**src/rtl/seq_gen_pkg.sv**
```systemverilog
// seq_gen_pkg
//   Shared encodings for the parametrised serial sequence generator:
//   emission modes as seen on the mode port, and the controller state enum.
package seq_gen_pkg;

  localparam logic [1:0] MODE_ROT     = 2'd0;
  localparam logic [1:0] MODE_LFSR    = 2'd1;
  localparam logic [1:0] MODE_ONESHOT = 2'd2;
  // Encoding 3 is not named on purpose: the shift core treats it as rotate.

  typedef enum logic [1:0] {
    ST_IDLE = 2'd0,
    ST_RUN  = 2'd1,
    ST_DONE = 2'd2
  } state_t;

endpackage

```
**src/rtl/seq_shift_core.sv**
```systemverilog
// seq_shift_core
//   W-bit pattern register with parallel load and a mode-dependent
//   next-value function. It holds no sequencing state of its own; the
//   parent decides when to load and when to shift.
//
// Ports
//   clk    in   clock, rising edge
//   rst_n  in   asynchronous active-low reset (q <= INIT)
//   load   in   parallel load q <= d (wins over shift)
//   d      in   W-bit pattern / LFSR seed
//   shift  in   advance q by one step
//   mode   in   0 rotate, 1 LFSR, 2 one-shot, 3 rotate
//   taps   in   LFSR feedback tap mask
//   q      out  current register contents, q[W-1] is the next serial bit
module seq_shift_core
  import seq_gen_pkg::*;
#(
  parameter int             W    = 6,
  parameter logic [W-1:0]   INIT = 6'b100111
) (
  input  logic         clk,
  input  logic         rst_n,
  input  logic         load,
  input  logic [W-1:0] d,
  input  logic         shift,
  input  logic [1:0]   mode,
  input  logic [W-1:0] taps,
  output logic [W-1:0] q
);

  logic [W-1:0] q_next;

  // All modes shift left so the pattern leaves MSB-first; they differ only
  // in what enters at bit 0.
  always_comb begin
    q_next = {q[W-2:0], q[W-1]};
    case (mode)
      MODE_LFSR:    q_next = {q[W-2:0], ^(q & taps)};
      MODE_ONESHOT: q_next = {q[W-2:0], 1'b0};
      default:      q_next = {q[W-2:0], q[W-1]};
    endcase
  end

  always_ff @(posedge clk or negedge rst_n) begin
    if (!rst_n) begin
      q <= INIT;
    end else if (load) begin
      q <= d;
    end else if (shift) begin
      q <= q_next;
    end
  end

endmodule

```
**src/rtl/seq_gen_param.sv**
```systemverilog
// seq_gen_param
//   Serial sequence generator. A start in IDLE emits the current register
//   contents MSB-first for reps W-bit periods (reps = 0: until stop), in
//   rotate, LFSR or one-shot mode, then pulses done for one cycle.
//
//   state   | meaning
//   --------+------------------------------------------------------------
//   ST_IDLE | waiting; load writes the pattern, start begins emission
//   ST_RUN  | shifting one bit per clock, counting bits and periods
//   ST_DONE | one-cycle completion pulse, inputs ignored, back to IDLE
//
// Ports
//   clk    in   clock, rising edge
//   rst_n  in   asynchronous active-low reset
//   load   in   in IDLE: pattern register <= d (priority over start)
//   d      in   W-bit pattern / LFSR seed
//   taps   in   LFSR tap mask, captured on start
//   mode   in   emission mode, captured on start
//   start  in   in IDLE: begin emission from the current pattern
//   reps   in   number of W-bit periods, 0 = endless; captured on start
//   stop   in   in RUN: abort at the next edge without done
//   out    out  serial bit, q[W-1] while busy, else 0
//   busy   out  high while emitting
//   done   out  one-cycle pulse after the final period
module seq_gen_param
  import seq_gen_pkg::*;
#(
  parameter int           W    = 6,
  parameter int           CW   = 8,
  parameter logic [W-1:0] INIT = 6'b100111
) (
  input  logic          clk,
  input  logic          rst_n,
  input  logic          load,
  input  logic [W-1:0]  d,
  input  logic [W-1:0]  taps,
  input  logic [1:0]    mode,
  input  logic          start,
  input  logic [CW-1:0] reps,
  input  logic          stop,
  output logic          out,
  output logic          busy,
  output logic          done
);

  localparam int BW = $clog2(W);

  state_t        state;
  logic [BW-1:0] bit_cnt;
  logic [CW-1:0] per_cnt;
  logic [1:0]    mode_r;
  logic [W-1:0]  taps_r;
  logic [CW-1:0] reps_r;
  logic [W-1:0]  q;

  logic          bit_wrap;
  logic [CW-1:0] per_cnt_inc;
  logic          last_period;
  logic          core_load;
  logic          core_shift;

  assign bit_wrap    = (bit_cnt == BW'(W - 1));
  assign per_cnt_inc = per_cnt + 1'b1;
  // With reps_r = 0 this never matches, so the period counter simply wraps.
  assign last_period = (reps_r != '0) && (per_cnt_inc == reps_r);

  assign core_load  = load && (state == ST_IDLE);
  assign core_shift = (state == ST_RUN);

  seq_shift_core #(
    .W    (W),
    .INIT (INIT)
  ) u_core (
    .clk   (clk),
    .rst_n (rst_n),
    .load  (core_load),
    .d     (d),
    .shift (core_shift),
    .mode  (mode_r),
    .taps  (taps_r),
    .q     (q)
  );

  always_ff @(posedge clk or negedge rst_n) begin
    if (!rst_n) begin
      state   <= ST_IDLE;
      bit_cnt <= '0;
      per_cnt <= '0;
      mode_r  <= MODE_ROT;
      taps_r  <= '0;
      reps_r  <= '0;
      busy    <= 1'b0;
      done    <= 1'b0;
    end else begin
      done <= 1'b0;
      case (state)
        ST_IDLE: begin
          if (!load && start) begin
            mode_r  <= mode;
            taps_r  <= taps;
            // One-shot drains the register once, so only a single period
            // makes sense regardless of reps.
            reps_r  <= (mode == MODE_ONESHOT) ? CW'(1) : reps;
            bit_cnt <= '0;
            per_cnt <= '0;
            busy    <= 1'b1;
            state   <= ST_RUN;
          end
        end
        ST_RUN: begin
          if (stop) begin
            busy  <= 1'b0;
            state <= ST_IDLE;
          end else if (bit_wrap) begin
            bit_cnt <= '0;
            per_cnt <= per_cnt_inc;
            if (last_period) begin
              busy  <= 1'b0;
              done  <= 1'b1;
              state <= ST_DONE;
            end
          end else begin
            bit_cnt <= bit_cnt + 1'b1;
          end
        end
        ST_DONE: begin
          state <= ST_IDLE;
        end
        default: begin
          busy  <= 1'b0;
          state <= ST_IDLE;
        end
      endcase
    end
  end

  // busy is registered and resets asynchronously, so out drops with it.
  assign out = busy & q[W-1];

endmodule

```
**config.mk**
```make
export PLATFORM = sky130hd
export DESIGN_NAME = seq_gen_param
export DESIGN_NICKNAME = d
export VERILOG_FILES = /design/src/rtl/seq_gen_pkg.sv /design/src/rtl/seq_shift_core.sv /design/src/rtl/seq_gen_param.sv
export SDC_FILE = /design/constraint.sdc
export NUM_CORES = 1
export LEC_CHECK = 0
export ABC_AREA = 1
export CORE_AREA = 2 2 78 80
export CTS_BUF_LIST = sky130_fd_sc_hd__clkbuf_2 sky130_fd_sc_hd__clkbuf_4 sky130_fd_sc_hd__clkbuf_8
export CTS_CLUSTER_DIAMETER = 60
export DETAILED_ROUTE_END_ITERATION = 6
export DIE_AREA = 0 0 80 82
export GPL_ROUTABILITY_DRIVEN = 0
export PLACE_DENSITY_LB_ADDON = 0.25
export SLEW_MARGIN = 20
export SYNTH_ARGS = -nofsm -noshare
export SYNTH_HDL_FRONTEND = slang
export SYNTH_SLANG_ARGS = --single-unit
```
**constraint.sdc**
```tcl
create_clock -name clk -period 3.1 [get_ports clk]
set_input_delay 0.31 -clock clk [delete_from_list [all_inputs] [get_ports clk]]
set_output_delay 0.31 -clock clk [all_outputs]
set_load 0.03 [all_outputs]
```
==> flow_metrics.tcl <==
set metrics [dict create \
    cts.sinks 37 \
    synthArstFlopShare 1.00 \
    max-vdd-ir-drop_v 0.000236 \
    cellPowerDensity_mw_per_mm2 568 \
    overflow 0 \
    dp_hpwl_um 3220 \
    p_leak_nw 1.13 \
    fin_cells 362 \
    cts_tree "yes" \
    fin_skew_ns 0.0106 \
    clock_path_buffers 2 \
    worst_path_max_delay_cell "clkdlybuf4s50_1" \
    placed_area_mm2 0.00234 \
    cp_cell_sequence "nand2_1 -> inv_1 -> clkdlybuf4s50_1" \
    synth_top_area_cell "dfrtp_1" \
    outcome "finished, final reports clean" \
    die_w_um 80 \
    ys_seq_elements 37 \
    clk_pin_slew_ns 0.08 \
    max-slew-margin-rel 0.372 \
    cts_resized 0 \
    rows 28 \
    antenna_found_initial 0 \
    post_cts_buffers 0 \
    syn_avg_cell_area_um2 7.81 \
    worst_pin_slew_ns 0.942 \
    ys_types 31 \
    post-place-cells 354 \
    fin_setup_tns_ns 0 \
    synthesis.area_mm2 0.00197 \
    yosys-top-cells-area "dfrtp_1, nand2_1, inv_1" \
    wl_per_cell_um 11.8 \
    cts_inserted_buffers 5 \
    drtIter0Drc 70 \
    drc 0 \
    syn_nets 281 \
    num-nets-final 315 \
    finalSetupViolCount 0 \
    hold_class "input port to async pin" \
    synth_edf_count 0 \
    crit_required_ns 2.79 \
    slowest_delay_ns 0.66 \
    timing.fmax_mhz 529 \
    grt_pass1_vias 1658 \
    grt_first_pass_wirelength_um 7620 \
    drv_slew 0 \
    portBuffers 29 \
    synth_common_cells "nand2_1, inv_1, dfrtp_1" \
    fin_area_mm2 0.00244 \
    maxCapViolCount 0 \
    start_util 0.342 \
    synth_most_common_cell "nand2_1" \
    yosysWarnings 0 \
    crit_path_start_kind "flop" \
    fin_crit_sh 0.610 \
    synth_seq_area_share 0.473 \
    ant_nets 0 \
    clkLatencyLatePin_ns 0.30 \
    cts-root-buf "clkbuf_8" \
    core-area_mm2 0.00575 \
    r2r_start "per_cnt[0]$_DFFE_PN0P_" \
    num_vias 1643 \
    hold_viol 0 \
    io_pins 30 \
    grtUsageTotal 0.152 \
    fp.dieH_um 82 \
    yosys_most_used_dff "dfrtp_1" \
    antenna_cells 0 \
    worstSetupPathType "flop to output port" \
    firstDrtPassIters 4 \
    synth_top_area_share 0.420 \
    end_kind "output port" \
    drt-total-wl_um 4260 \
    area_growth_pct 23.9 \
    crit_arrival_ns 1.58 \
    drive_above_1_share 0.0871 \
    holdBufCountCts 0 \
    routed_via_density 4.54 \
    die_area_mm2 0.00656 \
    syn_inst 252 \
    min_period_ns 1.89 \
    grt_max_degree 38 \
    crit_fanout 3 \
    critPathLaunch "u_core.q[5]$_DFFE_PN1P_" \
    htree_levels 2 \
    rsz0062_at_grt "no" \
]
[state kept, by name, indices dropped and copies added (netlist names)]
register / flops
u_core.q: 6
state: 2
bit_cnt: 3
reps_r: 8
per_cnt: 8
mode_r: 2
done: 1
taps_r: 6
busy: 1
[cells by family (layout without fill, tap and decap cells)]
group,after synthesis,count (layout),synth area share
flops,37,37,0.473
fa+ha+maj,2,2,0.0127
simple gates,131,131,0.295
xor+xnor,9,9,0.0401
compound gates,33,33,0.0992
buf+inv,40,75,0.0802
[worst max-delay path, delay by kind of cell (launching register included)]
family / cells / cell delay, ns
simple gates: 1 / 0.05
flops: 1 / 0.54
buf+inv: 2 / 0.71
[area by class of cell]
cell class / count / area, µm²
flip-flops and latches: 37 / 931
inverters: 37 / 144
clock buffers: 8 / 97.6
repair buffers: 30 / 293
fillers: 603 / 3310
multi-input cells: 175 / 878
well taps: 75 / 93.8
[power breakdown]
| part | switching, mW | total, mW | internal [mW] |
|---|---|---|---|
| combinational | 0.206 | 0.362 | 0.156 |
| clock | 0.173 | 0.372 | 0.199 |
| sequential | 0.0651 | 0.651 | 0.585 |
[worst paths after layout]
check	slack (ns)	cells past startpoint	end
min in group clk	0.48	2	taps_r[4]$_DFFE_PN0P_
max	1.21	3	out
min	0.14	1	per_cnt[5]$_DFFE_PN0P_
max in group asynchronous	2.36	1	done$_DFF_PN0_
max reg2reg	1.25	12	busy$_DFFE_PN0P_
min reg2reg	0.48	2	taps_r[4]$_DFFE_PN0P_
[placed cells by master, fill, tap and decap left out, types with 2 or more instances in the layout]
master           count
dfrtp_1             33
o22ai_1              4
xor2_1               4
nand3_1             19
o211ai_1             2
o221ai_1             2
clkbuf_8             6
clkbuf_4             2
inv_1               35
clkdlybuf4s50_1     28
o21ai_0             15
nor2_1              17
a21oi_1              6
xnor2_1              5
nand2_4              2
nand2_1             85
ha_1                 2
dfstp_2              4
[per-layer routing]
layer	part of all wire	up-vias	wire, µm	track usage
met5	0	-	0	0
met3	0.034	6	145	0.0341
met2	0.47	29	2000	0.243
met1	0.48	744	2040	0.197
met4	0.017	0	72	0.0661
li1	-	864	-	-
[through the flow]
| stage | utilization | hold slack [ns] | power, mW | worst slack, ns |
|---|---|---|---|---|
| floorplan | - | 0.0144 | 0.904 | 1.50 |
| global placement | 0.407 | 0.458 | 1.02 | 1.19 |
| detailed placement | 0.407 | 0.468 | 1.03 | 1.15 |
| CTS | 0.424 | 0.176 | 1.41 | 1.18 |
| global route | 0.424 | 0.226 | 1.49 | 1.01 |
| finish | 0.424 | 0.136 | 1.38 | 1.21 |
Note: power is estimated with default switching activity, not from simulation.
